==> src/rtl/product_accumulator.sv <==
// Neuron pre-activation stage: registered adder tree over the per-lane products,
// then a per-group accumulator with bias, saturation and a sticky overflow flag.
module product_accumulator #(
   parameter int array_size    = 16,
   parameter int num_width     = 8,
   parameter int acc_width     = 32,
   parameter int beats_per_sum = 4
) (
   input  logic                                clk,
   input  logic                                reset,
   input  logic                                enable,
   input  logic                                in_valid,
   input  logic [2*num_width*array_size-1:0]   in_products,
   input  logic [acc_width-1:0]                bias,
   output logic                                out_valid,
   output logic [acc_width-1:0]                out_sum,
   output logic                                out_ovf
);

   localparam int PW   = 2 * num_width;
   localparam int LVLS = $clog2(array_size);
   localparam int TW   = PW + LVLS;
   localparam int CW   = (beats_per_sum > 1) ? $clog2(beats_per_sum) : 1;

   // Top bit of the result is the saturation flag; once set, the value is pinned to all-ones.
   function automatic logic [acc_width:0] sat_add(input logic [acc_width-1:0] a,
                                                  input logic [TW-1:0]        b,
                                                  input logic                 sat_in);
      logic [acc_width:0] s;
      s = {1'b0, a} + (acc_width+1)'(b);
      return (s[acc_width] || sat_in) ? {1'b1, {acc_width{1'b1}}} : s;
   endfunction

   logic [CW-1:0] r_beat_cnt;
   logic          w_accept;
   logic          w_first;
   logic          w_last;

   assign w_accept = enable & in_valid;
   assign w_first  = (r_beat_cnt == '0);
   assign w_last   = (r_beat_cnt == CW'(beats_per_sum - 1));

   always_ff @(posedge clk) begin
      if (reset)
         r_beat_cnt <= '0;
      else if (w_accept)
         r_beat_cnt <= w_last ? '0 : r_beat_cnt + 1'b1;
   end

   // Tree levels: level lvl holds array_size>>lvl sums, each one bit wider than its inputs.
   for (genvar lvl = 1; lvl <= LVLS; lvl++) begin : g_lvl
      localparam int N = array_size >> lvl;

      logic [PW+lvl-2:0]    w_src [2*N];
      logic                 w_vld_in;
      logic                 w_first_in;
      logic                 w_last_in;
      logic [acc_width-1:0] w_bias_in;

      logic [PW+lvl-1:0]    r_sum [N];
      logic                 r_vld;
      logic                 r_first;
      logic                 r_last;
      logic [acc_width-1:0] r_bias;

      if (lvl == 1) begin : g_src
         assign w_vld_in   = w_accept;
         assign w_first_in = w_first;
         assign w_last_in  = w_last;
         assign w_bias_in  = bias;
         for (genvar j = 0; j < 2*N; j++) begin : g_cp
            assign w_src[j] = in_products[j*PW +: PW];
         end
      end else begin : g_src
         assign w_vld_in   = g_lvl[lvl-1].r_vld;
         assign w_first_in = g_lvl[lvl-1].r_first;
         assign w_last_in  = g_lvl[lvl-1].r_last;
         assign w_bias_in  = g_lvl[lvl-1].r_bias;
         for (genvar j = 0; j < 2*N; j++) begin : g_cp
            assign w_src[j] = g_lvl[lvl-1].r_sum[j];
         end
      end

      always_ff @(posedge clk) begin
         if (reset)
            r_vld <= 1'b0;
         else if (enable)
            r_vld <= w_vld_in;
      end

      always_ff @(posedge clk) begin
         if (enable) begin
            r_first <= w_first_in;
            r_last  <= w_last_in;
            r_bias  <= w_bias_in;
            for (int j = 0; j < N; j++)
               r_sum[j] <= {1'b0, w_src[2*j]} + {1'b0, w_src[2*j+1]};
         end
      end
   end

   logic [TW-1:0]        w_tree_sum;
   logic                 w_tvld;
   logic                 w_tfirst;
   logic                 w_tlast;
   logic [acc_width-1:0] w_tbias;
   logic [acc_width:0]   w_res;
   logic [acc_width-1:0] r_acc;
   logic                 r_sat;

   assign w_tree_sum = g_lvl[LVLS].r_sum[0];
   assign w_tvld     = g_lvl[LVLS].r_vld;
   assign w_tfirst   = g_lvl[LVLS].r_first;
   assign w_tlast    = g_lvl[LVLS].r_last;
   assign w_tbias    = g_lvl[LVLS].r_bias;
   assign w_res      = sat_add(w_tfirst ? w_tbias : r_acc, w_tree_sum, r_sat);

   // Accumulate stage
   always_ff @(posedge clk) begin
      if (reset) begin
         r_acc     <= '0;
         r_sat     <= 1'b0;
         out_valid <= 1'b0;
         out_sum   <= '0;
         out_ovf   <= 1'b0;
      end else if (enable) begin
         out_valid <= 1'b0;
         if (w_tvld) begin
            if (w_tlast) begin
               out_sum   <= w_res[acc_width-1:0];
               out_ovf   <= w_res[acc_width];
               out_valid <= 1'b1;
               r_acc     <= '0;
               r_sat     <= 1'b0;
            end else begin
               r_acc <= w_res[acc_width-1:0];
               r_sat <= w_res[acc_width];
            end
         end
      end else begin
         out_valid <= 1'b0;
      end
   end

endmodule

==> config.mk <==
export PLATFORM = sky130hd
export DESIGN_NAME = product_accumulator
export DESIGN_NICKNAME = d
export VERILOG_FILES = /design/src/rtl/product_accumulator.sv
export SDC_FILE = /design/constraint.sdc
export NUM_CORES = 1
export LEC_CHECK = 0
export ABC_AREA = 1
export ABC_CLOCK_PERIOD_IN_PS = 3800
export CAP_MARGIN = 15
export CORE_AREA = 10 10 275 277
export DETAILED_ROUTE_END_ITERATION = 6
export DIE_AREA = 0 0 285 287
export PLACE_DENSITY_LB_ADDON = 0.3
export SYNTH_ARGS = -nofsm -noshare
export SYNTH_HDL_FRONTEND = slang
export SYNTH_SLANG_ARGS = --single-unit
==> constraint.sdc <==
create_clock -name clk -period 3.8 [get_ports clk]
set_clock_uncertainty 0.15 [all_clocks]
set_input_delay 0.38 -clock clk [delete_from_list [all_inputs] [get_ports clk]]
set_output_delay 0.38 -clock clk [all_outputs]
set_load 0.02 [all_outputs]
==> results.json <==
{
  "status": "finished, final reports clean",
  "crit_family": "simple AND/OR/NAND/NOR gates",
  "cts_setup_buffers": 0,
  "clk_latency_ns": 0.61,
  "hpwl_mm": 52.2,
  "fmax_mhz": 317,
  "cp-end-kind": "register",
  "cp_cell_sequence": "buf_4 > nand2_1 > nand2_1 > ha_1 > fa_1 > nand2_1 > nand2_1 > nand3_1 > nand2_1 > nand2_1 > nand2_1 > nand2_1 > nand2_2 > nor2_4 > buf_12 > nand2_1 > a22o_1",
  "htree_levels": 2,
  "yosysTopAreaCell": "edfxtp_1",
  "setup_viol": 0,
  "finish.net_count": 3863,
  "core_mm2": 0.0698,
  "netlist_top_cells_count": "750 x nand2_1, 402 x edfxtp_1, 273 x ha_1",
  "tns_ns": 0,
  "crit_fanout": 22,
  "dr.pass1.iters": 5,
  "post-route-util_pct": 48.8,
  "io_pins": 326,
  "period_minus_slack_ns": 3.15,
  "portBuffers": 325,
  "yosysSeqAreaShare_pct": 48.6,
  "critPathKind": "register to register",
  "hold_path.class": "input pin to register",
  "cts_hold_buf": 0,
  "drc": 0,
  "yosysMostFrequentCell": "nand2_1",
  "slowest_delay_ns": 0.42,
  "grt_pass1_wl_mm": 106,
  "grt_overflow_total": 0,
  "start_util_pct": 39.9,
  "final_area_mm2": 0.0341,
  "cts_buffers": 52,
  "dpl_cell_area_mm2": 0.0324,
  "avgViaCountPerCell": 4.91,
  "clockRootBuffer": "clkbuf_16",
  "grt_pass1_vias": 20879,
  "initialDrtViolationCount": 1164,
  "crit_required_ns": 4.14,
  "wl_per_cell_um": 15.5,
  "synth_seq_cells": 475,
  "postRouteAntennaNets": 0,
  "clkSinkCount": 475,
  "relSlewSlack_pct": 43.1,
  "syn_area_mm2": 0.0279,
  "crit_top_cell": "nand2_1",
  "postRouteWirelength_mm": 65.9,
  "yosys-top-cells-area": "edfxtp_1 43%, ha_1 12%, nand2_1 10%, dfxtp_1 5.2%, a21oi_1 4.5%",
  "clock_path_buffers": 3,
  "syn_nets": 3491,
  "power_density_mw_per_mm2": 593,
  "p_total_mw": 20.2,
  "drive_above_1_share_pct": 3.49,
  "crit_path_top_delay_cell": "edfxtp_1",
  "antenna_found_initial": 2,
  "rows": 97,
  "cp-start-kind": "register",
  "yosys_most_used_dff": "edfxtp_1",
  "fp.dieArea_mm2": 0.0818,
  "arrival_ns": 3.49,
  "syn2layout_area_growth_pct": 22.3,
  "gp_congestion": 0.901,
  "ctsResizeCount": 0,
  "ys_warn_count": 0,
  "rsz0062_at_grt": "false",
  "dieHeight_um": 287,
  "grtUsageTotal_pct": 15.7,
  "ys_async_sr_fraction_pct": 0,
  "synth_area_per_cell_um2": 9.57,
  "grt_start_max_net_pins": 159,
  "path_buf_inv": 2,
  "netlist_instances": 2910,
  "hold_viol": 0,
  "ir_worst_vdd_v": 0.000330,
  "clk_pin_slew_ns": 0.06,
  "fillers": 6589,
  "synth_edf_count": 402,
  "slew_viol_final": 0,
  "yosysTopAreaCellShare_pct": 43.3,
  "p_leak_nw": 14.5,
  "dr_total_vias": 20930,
  "cap_violations": 0,
  "cts_tree": "yes",
  "die_w_um": 285,
  "yosysUniqueCellTypes": 36,
  "timing.final.crit_share_pct": 83.0,
  "worst_pin_slew_ns": 0.853
}
==> per-stage QoR <==
stage	std cells	setup slack [ns]	hold WS [ns]
2_1_floorplan	2910	0.894	0.250
3_3_place_gp	4167	0.688	0.251
3_5_place_dp	4168	0.645	0.255
4_1_cts	4260	0.632	0.0795
5_1_grt	4262	0.425	0.106
6_report	4262	0.647	0.0849
==> worst reg2reg max path, stage by stage, from the launching register on <==
cell	delay, ns
edfxtp_1	0.42
buf_4	0.24
nand2_1	0.08
nand2_1	0.05
ha_1	0.22
fa_1	0.41
nand2_1	0.09
nand2_1	0.08
nand3_1	0.10
nand2_1	0.11
nand2_1	0.08
nand2_1	0.09
nand2_1	0.11
nand2_2	0.07
nor2_4	0.23
buf_12	0.21
nand2_1	0.11
a22o_1	0.18
==> worst paths after layout <==
| kind | startpoint | end | slack (ns) | cells after the start |
|---|---|---|---|---|
| min | enable | g_lvl[1].r_bias[1]$_DFFE_PP_ | 0.08 | 1 |
| max | g_lvl[4].r_first$_DFFE_PP_ | out_sum[6]$_SDFFE_PP0P_ | 0.65 | 17 |
| min reg2reg | g_lvl[3].r_bias[22]$_DFFE_PP_ | g_lvl[4].r_bias[22]$_DFFE_PP_ | 0.26 | 0 |
| max reg2reg | g_lvl[4].r_first$_DFFE_PP_ | out_sum[6]$_SDFFE_PP0P_ | 0.65 | 17 |
==> final cells by class <==
| class | count | area (um2) | area share [%] |
|---|---|---|---|
| inverter | 272 | 1020 | 3.00 |
| timing repair buffer | 344 | 3470 | 10.2 |
| sequential | 475 | 13500 | 39.7 |
| multi-input combinational | 2137 | 13200 | 38.7 |
| clock inverter | 19 | 259 | 0.760 |
| antenna | 2 | 5.00 | 0.0147 |
| tap | 940 | 1180 | 3.45 |
| clock buffer | 73 | 1420 | 4.17 |
==> layout by cell type, fill, tap and decap left out, types with 5 or more instances in the layout <==
master           count
bufinv_16            5
edfxtp_1           402
fa_1                16
nand3_1            144
nor2_1             151
xnor2_1             98
nand2_2              6
o21ai_0            112
a22o_1              14
ha_1               273
a211oi_1            10
nor3_1              10
dfxtp_1             73
a31oi_1             47
clkinv_2             7
o211ai_1             9
buf_4               14
clkbuf_16           52
nand4_1             15
a21o_1              35
o21bai_1            22
clkdlybuf4s50_1    324
nand3_2              6
a21boi_0            12
xor2_1             137
inv_1              271
clkbuf_1            16
nand2_1            750
a21oi_1            250
==> power breakdown <==
group / leakage (nW) / switching (mW) / internal (mW)
logic: 9.18 / 4.48 / 3.09
clock network: 0.816 / 2.03 / 2.95
registers: 4.53 / 0.458 / 7.18
==> logic make-up after synthesis <==
family	count (synthesis)	share of synthesized area [%]
AOI/OAI and AO/OA	523	10.7
xor gates and xnor gates	235	7.39
adders and majority gates	289	13.4
buffers and inverters	298	4.15
DFF	475	48.6
and+or+nand+nor	1090	15.8
==> routing by layer <==
metal / up-vias / wire [um] / global-route usage (%)
met5: - / 0 / 0
met4: 0 / 1390 / 4.24
met3: 86 / 3560 / 3.02
met2: 466 / 31700 / 27.4
met1: 9579 / 29300 / 19.7
li1: 10799 / - / -
==> registers in the layout, indices dropped and copies added (netlist names) <==
name and flops:
g_lvl.r_bias 128, g_lvl.r_first 4, g_lvl.r_last 4, g_lvl.r_sum 266, g_lvl.r_vld 4, out_ovf 1
out_sum 32, out_valid 1, r_acc 32, r_beat_cnt 2, r_sat 1
(Power assumes the default switching activity.)
